===== src/rtl/cdc_wr_arb_if.sv =====
// Bus bundle for cdc_wr_arb: requester handshakes plus the FIFO write port.
// Macro CDC_WR_ARB_ID_TAG_EN widens fifo_wdata to carry the requester tag.
interface cdc_wr_arb_if #(
  parameter int NREQ = 4,
  parameter int DW   = 32,
  parameter int IDW  = $clog2(NREQ)
);
`ifdef CDC_WR_ARB_ID_TAG_EN
  localparam int FW = DW + IDW;
`else
  localparam int FW = DW;
`endif

  logic [NREQ-1:0]    req_valid;
  logic [NREQ-1:0]    req_last;
  logic [NREQ*DW-1:0] req_data;
  logic [NREQ-1:0]    req_ready;
  logic               fifo_wpush;
  logic [FW-1:0]      fifo_wdata;
  logic               fifo_wfull;
  logic [IDW-1:0]     grant_id;
  logic               busy;

  modport slave (
    input  req_valid, req_last, req_data, fifo_wfull,
    output req_ready, fifo_wpush, fifo_wdata, grant_id, busy
  );

  modport master (
    output req_valid, req_last, req_data, fifo_wfull,
    input  req_ready, fifo_wpush, fifo_wdata, grant_id, busy
  );
endinterface


===== src/rtl/cdc_wr_arb.sv =====
// Round-robin, burst-locked arbiter sharing one async-FIFO write port.
// Macro CDC_WR_ARB_ID_TAG_EN: fifo_wdata = {grant_id, data}; otherwise data only.
module cdc_wr_arb #(
  parameter int NREQ = 4,
  parameter int DW   = 32,
  parameter int IDW  = $clog2(NREQ)
) (
  input  logic         wclk,
  input  logic         wrst,
  cdc_wr_arb_if.slave  bus
);

  typedef enum logic {IDLE = 1'b0, BURST = 1'b1} state_t;

  state_t         r_state;
  state_t         w_state_nxt;
  logic [IDW-1:0] r_ptr;
  logic [IDW-1:0] r_grant;
  logic [IDW-1:0] w_ptr_nxt;
  logic [IDW-1:0] w_grant_nxt;
  logic [IDW-1:0] w_pick;
  logic           w_found;
  logic           w_push;
  logic [DW-1:0]  w_data;

  function automatic logic [IDW-1:0] wrap_idx(input logic [IDW-1:0] base, input int step);
    int s;
    s = (int'(base) + step) % NREQ;
    return IDW'(s);
  endfunction

  // First valid requester at or after the priority pointer, wrapping.
  always_comb begin
    w_found = 1'b0;
    w_pick  = '0;
    for (int k = 0; k < NREQ; k++) begin
      if (!w_found && bus.req_valid[wrap_idx(r_ptr, k)]) begin
        w_found = 1'b1;
        w_pick  = wrap_idx(r_ptr, k);
      end
    end
  end

  assign w_push = (r_state == BURST) & bus.req_valid[r_grant] & ~bus.fifo_wfull;
  assign w_data = bus.req_data[int'(r_grant)*DW +: DW];

  always_comb begin
    bus.req_ready = '0;
    if (r_state == BURST && !bus.fifo_wfull)
      bus.req_ready[r_grant] = 1'b1;
  end

  assign bus.fifo_wpush = w_push;
`ifdef CDC_WR_ARB_ID_TAG_EN
  assign bus.fifo_wdata = {r_grant, w_data};
`else
  assign bus.fifo_wdata = w_data;
`endif
  assign bus.grant_id = r_grant;
  assign bus.busy     = (r_state == BURST);

  always_comb begin
    w_state_nxt = r_state;
    w_grant_nxt = r_grant;
    w_ptr_nxt   = r_ptr;
    case (r_state)
      IDLE: begin
        if (w_found) begin
          w_state_nxt = BURST;
          w_grant_nxt = w_pick;
        end
      end
      BURST: begin
        // Grant is released only when the last beat actually transfers.
        if (w_push && bus.req_last[r_grant]) begin
          w_state_nxt = IDLE;
          w_ptr_nxt   = wrap_idx(r_grant, 1);
        end
      end
    endcase
  end

  always_ff @(posedge wclk) begin
    if (wrst) begin
      r_state <= IDLE;
      r_ptr   <= '0;
      r_grant <= '0;
    end else begin
      r_state <= w_state_nxt;
      r_ptr   <= w_ptr_nxt;
      r_grant <= w_grant_nxt;
    end
  end

endmodule


===== src/flat_wrapper.sv =====
// flat-port wrapper written by rule: the top's interface ports become plain ports
module cdc_wr_arb_flat 
#(
  parameter int NREQ = 4,
  parameter int DW   = 32,
  parameter int IDW  = $clog2(NREQ)
)
  (wclk, wrst, bus_req_valid, bus_req_last, bus_req_data, bus_fifo_wfull, bus_req_ready, bus_fifo_wpush, bus_fifo_wdata, bus_grant_id, bus_busy);
  cdc_wr_arb_if #(.NREQ(NREQ), .DW(DW), .IDW(IDW)) bus_i ();
  input  logic wclk;
  input  logic wrst;
  input wire logic [$bits(bus_i.req_valid)-1:0] bus_req_valid;
  input wire logic [$bits(bus_i.req_last)-1:0] bus_req_last;
  input wire logic [$bits(bus_i.req_data)-1:0] bus_req_data;
  input wire logic [$bits(bus_i.fifo_wfull)-1:0] bus_fifo_wfull;
  output wire logic [$bits(bus_i.req_ready)-1:0] bus_req_ready;
  output wire logic [$bits(bus_i.fifo_wpush)-1:0] bus_fifo_wpush;
  output wire logic [$bits(bus_i.fifo_wdata)-1:0] bus_fifo_wdata;
  output wire logic [$bits(bus_i.grant_id)-1:0] bus_grant_id;
  output wire logic [$bits(bus_i.busy)-1:0] bus_busy;
  assign bus_i.req_valid = bus_req_valid;
  assign bus_i.req_last = bus_req_last;
  assign bus_i.req_data = bus_req_data;
  assign bus_i.fifo_wfull = bus_fifo_wfull;
  assign bus_req_ready = bus_i.req_ready;
  assign bus_fifo_wpush = bus_i.fifo_wpush;
  assign bus_fifo_wdata = bus_i.fifo_wdata;
  assign bus_grant_id = bus_i.grant_id;
  assign bus_busy = bus_i.busy;
  cdc_wr_arb #(.NREQ(NREQ), .DW(DW), .IDW(IDW)) u_core (.wclk(wclk), .wrst(wrst), .bus(bus_i));
endmodule

===== config.mk =====
export PLATFORM = sky130hd
export DESIGN_NAME = cdc_wr_arb_flat
export DESIGN_NICKNAME = d
export VERILOG_FILES = /design/src/rtl/cdc_wr_arb_if.sv /design/src/rtl/cdc_wr_arb.sv /design/src/flat_wrapper.sv
export SDC_FILE = /design/constraint.sdc
export NUM_CORES = 1
export LEC_CHECK = 0
export ABC_AREA = 1
export CAP_MARGIN = 20
export CORE_ASPECT_RATIO = 1.1
export CORE_UTILIZATION = 27
export CTS_CLUSTER_DIAMETER = 60
export CTS_CLUSTER_SIZE = 28
export DETAILED_ROUTE_END_ITERATION = 12
export GPL_TIMING_DRIVEN = 0
export PLACE_DENSITY = 0.83
export SYNTH_ARGS = -nofsm -noshare
export SYNTH_HDL_FRONTEND = slang
export SYNTH_SLANG_ARGS = --single-unit

===== constraint.sdc =====
create_clock -name wclk -period 2 [get_ports wclk]
set_input_delay 0.4 -clock wclk [delete_from_list [all_inputs] [get_ports wclk]]
set_output_delay 0.4 -clock wclk [all_outputs]
set_load 0.05 [all_outputs]

==> impl_metrics.csv <==
group,metric,value,unit
power_and_ir_drop,p_leak,1.52,nW
setup_path,r2r_start,"u_core.bus.grant_id[1]",
clocking,insertion_delay,230,ps
timing,setup_slack,45.3,ps
detailed_routing,routedWlPerCell,15.1,µm
synthesis,synth_top_family_by_area,"compound AO/OA/AOI/OAI gates",
synthesis,synth_area,0.00147,mm²
detailed_routing,drc,0,
final_layout,nNetsFinal,609,
final_layout,final_util,72.4,%
timing,min_period,1950,ps
power_and_ir_drop,p_per_area,635,mW/mm²
timing,max_freq,512,MHz
clocking,htree_levels,1,
detailed_routing,via_count,2720,
detailed_routing,drt_iter0_markers,96,
global_route,grt_overflow,0,
timing,finClkSkew,2.79,ps
global_route,grt_pass1_vias,2648,
placement,port_buffers,178,
timing,relSlewSlack,66.5,%
global_route,track_usage,27.7,%
worst_hold_path,worstHoldStart,"u_core.bus.busy",
placement,dp_hpwl,6.62,mm
final_layout,final_cell_mix,"clkdlybuf4s50_1 (141), nor2_1 (70), o21ai_0 (57)",
synthesis,synth_compound_area_share,40.7,%
die,coreArea,0.00510,mm²
setup_path,worst_setup_path_start_kind,"primary input",
final_layout,drive_gt1_share,26.9,%
final_layout,layout.cells.most_common,"clkdlybuf4s50_1",
die,core.rowCount,27,
setup_path,reg2reg_slack,540,ps
clocking,path_clk_slew,40,ps
final_layout,syn2layout_area_growth,152,%
synthesis,synth.area.top_cells,"o21ai_0 (22%), nor2_1 (19%), o22ai_1 (14%)",
die,start_util,28.8,%
timing,whs,494,ps
setup_path,cpPeakStageDelay,480,ps
timing,hold_viol_final,0,
timing,drv_slew,0,
clocking,cts_tree,"yes",
die,die_w,72.3,µm
placement,pre_cts_slack,-664,ps
flow_run,max-cap-violations,0,
final_layout,stdcell_area,0.00369,mm²
synthesis,yosys-mux-area-fraction,0,%
die,die-area,0.00573,mm²
synthesis,synthAdderAreaFrac,3.41,%
placement,place.gp.congestion,0.864,
timing,worst_pin_slew,500,ps
synthesis,syn-num-nets,424,
timing,final-setup-viol-count,0,
synthesis,synthXorXnorAreaFrac,0,%
clocking,root_buffer,"clkbuf_8",
setup_path,end_kind,"primary output",
synthesis,avgSynthCellArea,5.22,µm²
global_route,grt_pass1_wl,12.5,mm
die,pin_count,179,
synthesis,ys_ff_latch,5,
power_and_ir_drop,ir_worst_vdd,419,µV
synthesis,yosys.area_share.simple,37.8,%
final_layout,num_antenna_cells,0,
synthesis,synthCells,281,
placement,dpl_cell_area,0.00361,mm²
timing,rsz0062_at_grt,"yes",
global_route,grt_max_degree,12,
detailed_routing,avgViaCountPerCell,5.07,
synthesis,ys_seq_area_share,6.82,%
clocking,clockBufferDepth,2,
synthesis,yosysWarnings,0,
detailed_routing,drt-pass1-iter-count,4,
final_layout,final.fill_count,418,
setup_path,critical_path_class,"in -> out",
setup_path,setup.worst_path.start,"bus_req_valid[1]",
global_route,antenna_found_initial,0,
clocking,cts-buffers-inserted,3,
setup_path,crit_path_top_delay_cell,"clkdlybuf4s50_1",
detailed_routing,wl,8.13,mm
setup_path,cp_data_required_time,1600,ps
setup_path,cp_max_fo,3,
setup_path,path_cells,"clkdlybuf4s50_1, inv_1, a21oi_1, o21ai_2, a21oi_4, buf_8",
synthesis,synth_largest_area_cell,"o21ai_0",
timing,period_share,97.7,%
outcome,status,"finished clean",
die,die_h,79.3,µm
synthesis,synth_top_cell_area_share,22.2,%
synthesis,synthDistinctLibCells,22,
setup_path,arrival,1550,ps
clocking,clock_sinks,5,
detailed_routing,ant_nets,0,
worst_hold_path,min_path_type,"reg -> reg",
==> power by group <==
group / switching, mW / internal, mW / total [mW]
Combinational: 1.22 / 0.795 / 2.01
Sequential: 0.0242 / 0.112 / 0.137
Clock: 0.0585 / 0.138 / 0.196
Total: 1.30 / 1.05 / 2.34
==> cells in the mapped netlist <==
cell type / number
o21ai_0: 65
inv_2: 3
dfxtp_1: 5
o22ai_1: 33
nand3_2: 1
buf_2: 5
nand3_1: 13
nand2_2: 7
ha_1: 4
inv_1: 14
clkbuf_1: 14
nor2_1: 76
buf_4: 1
nand2_4: 5
nor2_4: 1
nand2_1: 22
o21ai_1: 4
a21oi_2: 1
a21oi_1: 4
buf_6: 1
a21oi_4: 1
inv_4: 1
==> cell families (layout without fill, tap and decap cells) <==
kind of cell / Yosys count / count (layout)
buf+inv: 39 / 223
simple gates: 125 / 125
fa+ha+maj: 4 / 4
flops: 5 / 5
compound gates: 108 / 108
==> metal layers <==
| metal | global-route usage, % | share of wire, % | vias up |
|---|---|---|---|
| met2 | 51.6 | 52 | 130 |
| met5 | 0 | 0 | - |
| met4 | 9.61 | 2.4 | 0 |
| met1 | 29.8 | 36 | 1241 |
| met3 | 6.73 | 9.4 | 16 |
| li1 | - | - | 1333 |
==> area by class of cell <==
type,count,area [µm²],area share [%]
Clock buffer,4,45.0,1.22
Sequential cell,5,105,2.85
Multi-Input combinational cell,237,1480,40.2
Buffer,21,148,4.00
Timing Repair Buffer,180,1750,47.4
Inverter,18,72.6,1.96
Tap cell,72,90.1,2.44
==> path summary, 6_finish.rpt <==
| check | endpoint | cells past startpoint |
|---|---|---|
| max | bus_fifo_wpush | 6 |
| min | u_core.bus.busy | 2 |
| max reg2reg | u_core.r_ptr[1] | 8 |
| min reg2reg | u_core.bus.busy | 2 |
==> flip-flops by register name, summed over array words and instances (netlist names) <==
| name | cells |
|---|---|
| u_core.bus.grant_id | 2 |
| u_core.r_ptr | 2 |
| u_core.bus.busy | 1 |
==> through the flow <==
step | total power, mW | setup TNS, ps | std cells
3_5_place_dp | 2.12 | -18790 | 531
2_1_floorplan | 1.39 | 0 | 281
6_report | 2.34 | 0 | 537
4_1_cts | 2.32 | 0 | 535
3_3_place_gp | 2.11 | -18280 | 531
5_1_grt | 2.47 | -44.3 | 537
==> critical path, delay by kind of cell <==
kind | cells | cell delay (ps)
buffers and inverters | 3 | 710
AOI/OAI and AO/OA | 3 | 440
==> timing repair <==
item                                    CTS  global route
resized for setup                       250            22
hold endpoints to repair                  0             0
endpoints found under the setup margin   37            35
setup buffers                             0             2
hold buffers                              0             0
pin swaps                                 1             1
(Power assumes the default switching activity.)
